--- src/rtl/dump_mem_datos_tx.sv ---
// ----------------------------------------------------------------------------
// dump_mem_datos_tx
// Upload path of the debug link. On i_start it walks the whole data memory
// and, for every dirty word (or every word when DUMP_ALL=1), sends a 6-byte
// frame [addr_hi, addr_lo, d3, d2, d1, d0] through the UART transmitter. The
// dump ends with the marker 0xFF 0xFF followed by a one-cycle o_done.
//
// Ports
//   i_clock       system clock
//   i_reset       asynchronous, active-high reset
//   i_start       1-cycle pulse: begin dump (ignored while o_busy=1)
//   i_dato_mem    memory read data, valid 1 cycle after o_addr_mem
//   i_bit_sucio   dirty bit of o_addr_mem, valid 1 cycle after o_addr_mem
//   i_tx_done     1-cycle pulse from tx: current byte fully sent
//   o_addr_mem    read address to data memory and dirty-bit control
//   o_tx_start    1-cycle pulse: tx loads o_data_tx
//   o_data_tx     byte to transmit, stable from o_tx_start until i_tx_done
//   o_busy        dump in progress
//   o_done        1-cycle pulse after the last marker byte is sent
//   o_word_count  words sent in the current/last dump (marker not counted)
// ----------------------------------------------------------------------------
module dump_mem_datos_tx #(
    parameter int ADDR_MEM_DATOS_LENGTH = 10,
    parameter int RAM_WIDTH_DATOS       = 32,
    parameter int WIDTH_WORD            = 8,
    parameter bit DUMP_ALL              = 1'b0
) (
    input  logic                             i_clock,
    input  logic                             i_reset,
    input  logic                             i_start,
    input  logic [RAM_WIDTH_DATOS-1:0]       i_dato_mem,
    input  logic                             i_bit_sucio,
    input  logic                             i_tx_done,
    output logic [ADDR_MEM_DATOS_LENGTH-1:0] o_addr_mem,
    output logic                             o_tx_start,
    output logic [WIDTH_WORD-1:0]            o_data_tx,
    output logic                             o_busy,
    output logic                             o_done,
    output logic [ADDR_MEM_DATOS_LENGTH:0]   o_word_count
);

    localparam int AW = ADDR_MEM_DATOS_LENGTH;
    localparam int W  = WIDTH_WORD;
    localparam logic [AW-1:0] LAST_ADDR = '1;

    typedef enum logic [3:0] {
        ST_IDLE, ST_READ, ST_LATCH, ST_SEND, ST_WAIT,
        ST_NEXT, ST_MARK, ST_MWAIT, ST_DONE
    } state_t;

    state_t                 r_state;
    state_t                 w_state_next;
    logic [AW-1:0]          r_addr;
    logic [2:0]             r_idx;
    logic [2:0]             w_idx_next;
    logic [RAM_WIDTH_DATOS-1:0] r_word;
    logic [RAM_WIDTH_DATOS-1:0] w_word_src;
    logic [AW:0]            r_word_count;
    logic [W-1:0]           r_data_tx;
    logic [W-1:0]           w_byte_sel;
    logic [2*W-1:0]         w_addr_ext;

    // State register
    always_ff @(posedge i_clock or posedge i_reset) begin
        if (i_reset) r_state <= ST_IDLE;
        else         r_state <= w_state_next;
    end

    // Next-state logic
    always_comb begin
        w_state_next = r_state;
        case (r_state)
            ST_IDLE:  if (i_start) w_state_next = ST_READ;
            ST_READ:  w_state_next = ST_LATCH;
            ST_LATCH: w_state_next = (i_bit_sucio || DUMP_ALL) ? ST_SEND : ST_NEXT;
            ST_SEND:  w_state_next = ST_WAIT;
            ST_WAIT:  if (i_tx_done) w_state_next = (r_idx == 3'd5) ? ST_NEXT : ST_SEND;
            ST_NEXT:  w_state_next = (r_addr == LAST_ADDR) ? ST_MARK : ST_READ;
            ST_MARK:  w_state_next = ST_MWAIT;
            ST_MWAIT: if (i_tx_done) w_state_next = (r_idx == 3'd1) ? ST_DONE : ST_MARK;
            ST_DONE:  w_state_next = ST_IDLE;
            default:  w_state_next = ST_IDLE;
        endcase
    end

    // Output logic
    always_comb begin
        o_tx_start = (r_state == ST_SEND) || (r_state == ST_MARK);
        o_busy     = (r_state != ST_IDLE);
        o_done     = (r_state == ST_DONE);
    end

    // Byte index: cleared on LATCH (frame) and NEXT (marker), advanced per handshake
    always_comb begin
        w_idx_next = r_idx;
        case (r_state)
            ST_LATCH, ST_NEXT: w_idx_next = '0;
            ST_WAIT, ST_MWAIT: if (i_tx_done) w_idx_next = r_idx + 3'd1;
            default: ;
        endcase
    end

    // The byte is registered on the edge entering SEND/MARK, so the first
    // frame byte must be chosen from the word being latched in this cycle.
    always_comb begin
        w_word_src = (r_state == ST_LATCH) ? i_dato_mem : r_word;
        w_addr_ext = '0;
        w_addr_ext[AW-1:0] = r_addr;
        case (w_idx_next)
            3'd0:    w_byte_sel = w_addr_ext[2*W-1:W];
            3'd1:    w_byte_sel = w_addr_ext[W-1:0];
            3'd2:    w_byte_sel = w_word_src[4*W-1 -: W];
            3'd3:    w_byte_sel = w_word_src[3*W-1 -: W];
            3'd4:    w_byte_sel = w_word_src[2*W-1 -: W];
            3'd5:    w_byte_sel = w_word_src[W-1:0];
            default: w_byte_sel = '0;
        endcase
        if (w_state_next == ST_MARK) w_byte_sel = '1;
    end

    // Datapath registers
    always_ff @(posedge i_clock or posedge i_reset) begin
        if (i_reset) begin
            r_addr       <= '0;
            r_idx        <= '0;
            r_word       <= '0;
            r_word_count <= '0;
            r_data_tx    <= '0;
        end else begin
            r_idx <= w_idx_next;
            if (r_state == ST_IDLE && i_start) begin
                r_addr       <= '0;
                r_word_count <= '0;
            end
            if (r_state == ST_LATCH)
                r_word <= i_dato_mem;
            if (r_state == ST_WAIT && i_tx_done && r_idx == 3'd5)
                r_word_count <= r_word_count + (AW+1)'(1);
            if (r_state == ST_NEXT && r_addr != LAST_ADDR)
                r_addr <= r_addr + AW'(1);
            if (w_state_next == ST_SEND || w_state_next == ST_MARK)
                r_data_tx <= w_byte_sel;
        end
    end

    assign o_addr_mem   = r_addr;
    assign o_data_tx    = r_data_tx;
    assign o_word_count = r_word_count;

endmodule
--- config.mk ---
export PLATFORM = sky130hd
export DESIGN_NAME = dump_mem_datos_tx
export DESIGN_NICKNAME = d
export VERILOG_FILES = /design/src/rtl/dump_mem_datos_tx.sv
export SDC_FILE = /design/constraint.sdc
export NUM_CORES = 1
export LEC_CHECK = 0
export ABC_AREA = 1
export BUFFER_PORTS_ARGS = -buffer_cell sky130_fd_sc_hd__clkbuf_2
export CAP_MARGIN = 10
export CORE_AREA = 2 2 107 109
export DETAILED_ROUTE_END_ITERATION = 6
export DIE_AREA = 0 0 109 111
export HOLD_SLACK_MARGIN = 0.05
export PLACE_DENSITY = 0.52
export SLEW_MARGIN = 20
export SYNTH_ARGS = -nofsm -noshare
export SYNTH_HDL_FRONTEND = slang
export SYNTH_SLANG_ARGS = --single-unit
export TNS_END_PERCENT = 30
--- constraint.sdc ---
create_clock -name i_clock -period 2.1 [get_ports i_clock]
set_clock_uncertainty 0.15 [all_clocks]
set_input_delay 0 -clock i_clock [delete_from_list [all_inputs] [get_ports i_clock]]
set_output_delay 0 -clock i_clock [all_outputs]
set_load 0.01 [all_outputs]
# [After elaboration in Yosys (flattened, before gate mapping)]
# Cells that the tools add are included.
[op_classes] n_reduce_logical=13 n_eq_ne=19 add_sub_neg=3 n_mux=17
[op_table] operator="8-bit case mux with 6 select lines" n=1
[op_table] operator="32-bit two-way mux" n=1
[op_table] operator="4-bit case mux with 8 select lines" n=1
[op_table] operator="11-bit two-way mux" n=2
[op_table] operator="4-bit by 3-bit equality test with 1-bit output, second input constant" n=5
[op_table] operator="10-bit two-way mux" n=2
[op_table] operator="4-bit two-way mux" n=4
[op_table] operator="4-bit by 2-bit equality test with 1-bit output, second input constant" n=3
[op_table] operator="3-bit two-way mux" n=4
[op_table] operator="11-bit by 1-bit adder with 11-bit output, second input constant" n=1
[op_table] operator="10-bit by 1-bit adder with 10-bit output, second input constant" n=1
[op_table] operator="10-bit equality test, second input constant" n=1
[op_table] operator="10-bit inequality test, second input constant" n=1
[op_table] operator="3-bit equality test, second input constant" n=3
[op_table] operator="8-bit two-way mux" n=1
[op_table] operator="3-bit by 1-bit equality test with 1-bit output, second input constant" n=2
[op_table] operator="3-bit by 2-bit equality test with 1-bit output, second input constant" n=2
[op_table] operator="3-bit case mux with 2 select lines" n=1
[op_table] operator="4-bit by 1-bit equality test with 1-bit output, second input constant" n=1
[op_table] operator="4-bit equality test, second input constant" n=1
[op_table] operator="1-bit logical AND" n=4
[op_table] operator="4-bit zero test" n=1
[op_table] operator="2-bit nonzero test" n=2
[op_table] operator="4-bit nonzero test" n=1
[op_table] operator="other kinds (4)" n=6
[word_totals] register_bits=68 word_cells=58

# [Logic depth before layout (Yosys ltp)]
[logic_depth] depth_word=6 ltp_mapped=14 mapped_depth_nobuf=14

# [Worst setup path after synthesis]
# OpenSTA, ideal clock, no wires.
[synth_timing] path_kind="register -> register" start="register r_addr[0] (netlist: o_addr_mem[0])" end="register r_data_tx[1] (netlist: o_data_tx[1])" period_less_slack_ps=1889 arrival_ps=1626 n_path_buf=0 setup_time_ps=113 slack_ps=211 stages_incl_launch_ff=13 required_time_ps=1837 path_cell_list="dfrtp_1 > ha_1 > nand2_2 > nor2_2 > nand4_1 > nor2_2 > nor2_1 > nand2_2 > nand2_2 > nor2_4 > nand3_1 > nand2_1 > inv_1"
[synth_between] elab_chain_len=5
[synth_rtl] item="start, declared" line="53" rtl="logic [AW-1:0] r_addr;"
[synth_rtl] item="start signal, assigned" line="140" rtl="r_addr <= r_addr + AW'(1);"
[synth_rtl] item="10-bit equality test *" line="78" rtl="ST_NEXT: w_state_next = (r_addr == LAST_ADDR) ? ST_MARK : ST_READ;"
[synth_rtl] item="3-bit two-way mux *" line="78"
[synth_rtl] item="4-bit case mux with 8 select lines *" line="72" rtl="case (r_state)"
[synth_rtl] item="named net w_state_next[1]" line="52" rtl="state_t w_state_next;"
[synth_rtl] item="4-bit by 3-bit equality test with 1-bit output / 4-bit by 2-bit equality test with 1-bit output (equally long branches)" line="118, 141"
[synth_rtl] item="8-bit two-way mux / 1-bit logical OR (equally long branches)" line="118, 141"
[synth_rtl] item="end signal, assigned" line="142" rtl="r_data_tx <= w_byte_sel;"
[synth_rtl] item="end, declared" line="59" rtl="logic [W-1:0] r_data_tx;"
# The timed path passes the listed nets; every way through them passes the cells marked *.
# A chain may end at the register's enable or synchronous reset.

# [Worst setup path after layout]
[layout_timing] start="register r_idx[1]" end="register r_data_tx[3] (netlist: o_data_tx[3])"
[layout_between] elab_chain_len=6
[layout_rtl] item="start, declared" line="54" rtl="logic [2:0] r_idx;"
[layout_rtl] item="start signal, assigned" line="130" rtl="r_idx <= w_idx_next;"
[layout_rtl] item="3-bit by 1-bit adder with 3-bit output (tied with other cells)" line="98" rtl="ST_WAIT, ST_MWAIT: if (i_tx_done) w_idx_next = r_idx + 3'd1;"
[layout_rtl] item="3-bit two-way mux (tied with other cells)" line="98"
[layout_rtl] item="3-bit case mux with 2 select lines (tied with other cells)" line="96" rtl="case (r_state)"
[layout_rtl] item="3-bit equality test (tied with other cells)" line="109" rtl="case (w_idx_next)"
[layout_rtl] item="8-bit case mux with 6 select lines (tied with other cells)" line="109"
[layout_rtl] item="8-bit two-way mux / 1-bit logical OR (equally long branches)" line="118, 141"
# Parallel ways exist; a longest one is shown, timed or not.

==> results.py <==
metrics = {
    "drt": {
        "drtIter0Drc": 221,
        "first_pass_iters": 4,
        "drt-total-wl_um": 10500,
        "drc": 0,
        "drt.antenna.violating_nets": 0,
        "vias_per_cell": 4.78,
        "dr_total_vias": 3669,
        "wl_per_cell_um": 13.6,
    },
    "cells_and_area": {
        "fin_nets": 661,
        "antenna_cells": 0,
        "area_growth_pct": 38.8,
        "multiInputGateArea_um2": 1820,
        "final_cell_mix": "nand2_1, clkbuf_2, dfrtp_1, inv_1",
        "num-fill-cells": 1102,
        "final_layout_size_suffix_gt1_frac": 0.266,
        "final_common_cell": "nand2_1",
        "seqCellArea_um2": 1700,
    },
    "pwr": {
        "leakagePower_uw": 0.00269,
        "ir_drop_uv": 615,
        "finalPower_uw": 6980,
        "power_per_cell_area_nw_per_um2": 1350,
    },
    "synthesis": {
        "ys_seq_area_frac": 0.456,
        "netlist_area_um2": 3730,
        "synthFlopType": "dfrtp_1",
        "syn_avg_cell_area_um2": 7.56,
        "synth_edf_count": 0,
        "ys_ff_latch": 68,
        "synth_cell_types": 32,
        "synth_nets": 535,
        "yosysWarningCount": 0,
        "synthCells": 494,
        "async_flop_share": 1.00,
    },
    "global_route": {
        "grt_use_total": 0.175,
        "grt_pass1_vias": 3442,
        "antenna_found_initial": 0,
        "grt_pass1_wl_um": 16700,
        "overflow": 0,
        "grt_max_degree": 69,
    },
    "clocking": {
        "clk_latency_ns": 0.33,
        "clk_pin_slew_ns": 0.06,
        "cts.sinks": 68,
        "htree_levels": 3,
        "clock-root-buffer": "clkbuf_16",
        "cts_buffers": 9,
        "cts_tree": "done",
        "clock_path_buffers": 2,
    },
    "setup_path": {
        "slowest_stage": "dfrtp_1",
        "cp_top_family": "simple AND/OR/NAND/NOR gates",
        "endpoint_kind": "flip-flop",
        "cp.arrival_ns": 2.07,
        "cp_slowest_stage_delay_ns": 0.42,
        "critPathMaxFanout": 8,
        "cp_cell_sequence": "inv_1, ha_2, nand3_1, nand2_2, nand4_1, nor2_1, nand2_1, nor2_4, nand3_1, nand2_1, inv_1",
        "cp.required_ns": 2.18,
        "critical_path_class": "reg2reg",
        "crit_path_start_kind": "flip-flop",
        "critPathBufInv": 2,
    },
    "floorplanning": {
        "dieWidth_um": 109,
        "core_region_area_um2": 11100,
        "num_rows": 39,
        "dieArea_um2": 12100,
        "io_pins": 69,
        "start_util": 0.337,
        "die_h_um": 111,
    },
    "flow_run": {
        "cap_violations": 0,
    },
    "hold_path": {
        "hold_path.class": "in2async",
    },
    "placed_design": {
        "dp_hpwl_um": 7200,
        "portBuffers": 68,
        "place_congestion": 0.937,
    },
    "timing": {
        "holdWs_ns": 0.114,
        "fmax_ghz": 0.501,
        "min_period_ns": 2.00,
        "max_slew_margin": 0.749,
        "finalCritPeriodShare": 0.951,
        "worst_pin_slew_ns": 0.376,
        "hold_viol": 0,
        "rsz0062_at_grt": "yes",
        "finalMaxSlewViolations": 0,
        "setup_viol": 0,
    },
    "status": {
        "status": "finished clean",
    },
}
layout make-up:
cell class,instances,area share
clock buffers,10,0.0461
clock inverters,6,0.0183
inverters,50,0.0367
multi-input cells,360,0.351
flip-flops and latches,68,0.329
well taps,143,0.0345
repair buffers,131,0.185
path summary, 6_finish.rpt:
path | slack [ns] | to | start | depth (start not counted)
max | 0.10 | o_data_tx[3]$_DFFE_PP0P_ | r_idx[1]$_DFF_PP0_ | 11
min | 0.11 | o_addr_mem[0]$_DFFE_PP0P_ | i_reset | 4
max reg2reg | 0.10 | o_data_tx[3]$_DFFE_PP0P_ | r_idx[1]$_DFF_PP0_ | 11
min reg2reg | 0.32 | o_word_count[10]$_DFFE_PP0P_ | o_word_count[10]$_DFFE_PP0P_ | 1
max in group asynchronous | 1.37 | r_idx[0]$_DFF_PP0_ | i_reset | 4
min in group i_clock | 0.29 | r_word[0]$_DFF_PP0_ | i_dato_mem[0] | 4
repair_timing:
action | in CTS | in global routing
resized for setup | 0 | 26
setup buffers | 0 | 8
endpoints found under the hold margin | 103 | 0
setup endpoints to repair | 0 | 9
hold buffers | 36 | 0
tightest hold or removal path, cell delays in order:
cell           delay, ns
dlygate4sd3_1       0.53
clkbuf_2            0.11
inv_2               0.06
buf_12              0.30
synthesized netlist by cell type, types with 2 or more instances:
master / count / share of area
a21oi_1: 15 / 0.020
a31oi_1: 2 / 0.0034
buf_2: 9 / 0.012
buf_4: 5 / 0.010
dfrtp_1: 68 / 0.46
ha_1: 4 / 0.013
inv_1: 44 / 0.044
inv_2: 6 / 0.0060
mux2i_1: 2 / 0.0054
nand2_1: 173 / 0.17
nand2_2: 14 / 0.023
nand2_4: 2 / 0.0060
nand3_1: 39 / 0.052
nand3_2: 2 / 0.0054
nand4_1: 31 / 0.052
nor2_1: 35 / 0.035
nor2_2: 6 / 0.010
nor2_4: 5 / 0.015
nor3_1: 2 / 0.0027
o211ai_1: 2 / 0.0040
o21ai_0: 12 / 0.016
o21ai_1: 2 / 0.0027
o22ai_1: 3 / 0.0050
o31ai_1: 2 / 0.0040
xor2_1: 2 / 0.0047
metal layers:
metal / global-route usage / share of wire / vias to the layer above
met2: 0.274 / 0.47 / 91
met1: 0.244 / 0.48 / 1701
li1: - / - / 1865
met4: 0.0530 / 0.013 / 0
met3: 0.0329 / 0.037 / 12
met5: 0 / 0 / -
flip-flops by register name, indices dropped and copies added, names as in the netlist:
| register | flops |
|---|---|
| r_word | 32 |
| o_word_count | 11 |
| o_addr_mem | 10 |
| o_data_tx | 8 |
| r_state | 4 |
| r_idx | 3 |
kinds of logic (layout without fill, tap and decap cells):
| kind of cell | Yosys count | in the layout | synth area share |
|---|---|---|---|
| DFF | 68 | 68 | 0.456 |
| adders and majority gates | 4 | 4 | 0.0134 |
| muxes | 2 | 2 | 0.00536 |
| AOI/OAI and AO/OA | 40 | 40 | 0.0597 |
| xor gates and xnor gates | 2 | 2 | 0.00469 |
| and+or+nand+nor | 312 | 312 | 0.385 |
| buffers and inverters | 66 | 197 | 0.0764 |
through the flow:
step	utilization	cells	setup TNS (ns)	setup WS (ns)	cell area, µm²
2_1_floorplan	-	494	0	0.211	3730
3_3_place_gp	0.393	708	0	0.0843	4350
3_5_place_dp	0.393	708	0	0.0375	4350
4_1_cts	0.455	760	0	0.0354	5040
5_1_grt	0.468	768	-0.119	-0.0380	5180
6_report	0.468	768	0	0.103	5180
report_power, final:
group | internal [µW] | switching [µW] | total (µW) | leakage (µW)
registers | 1810 | 263 | 2070 | 0.000861
clock network | 1080 | 601 | 1680 | 0.000163
logic | 1170 | 2050 | 3220 | 0.00167
Power figures use the tool's default switching activity.
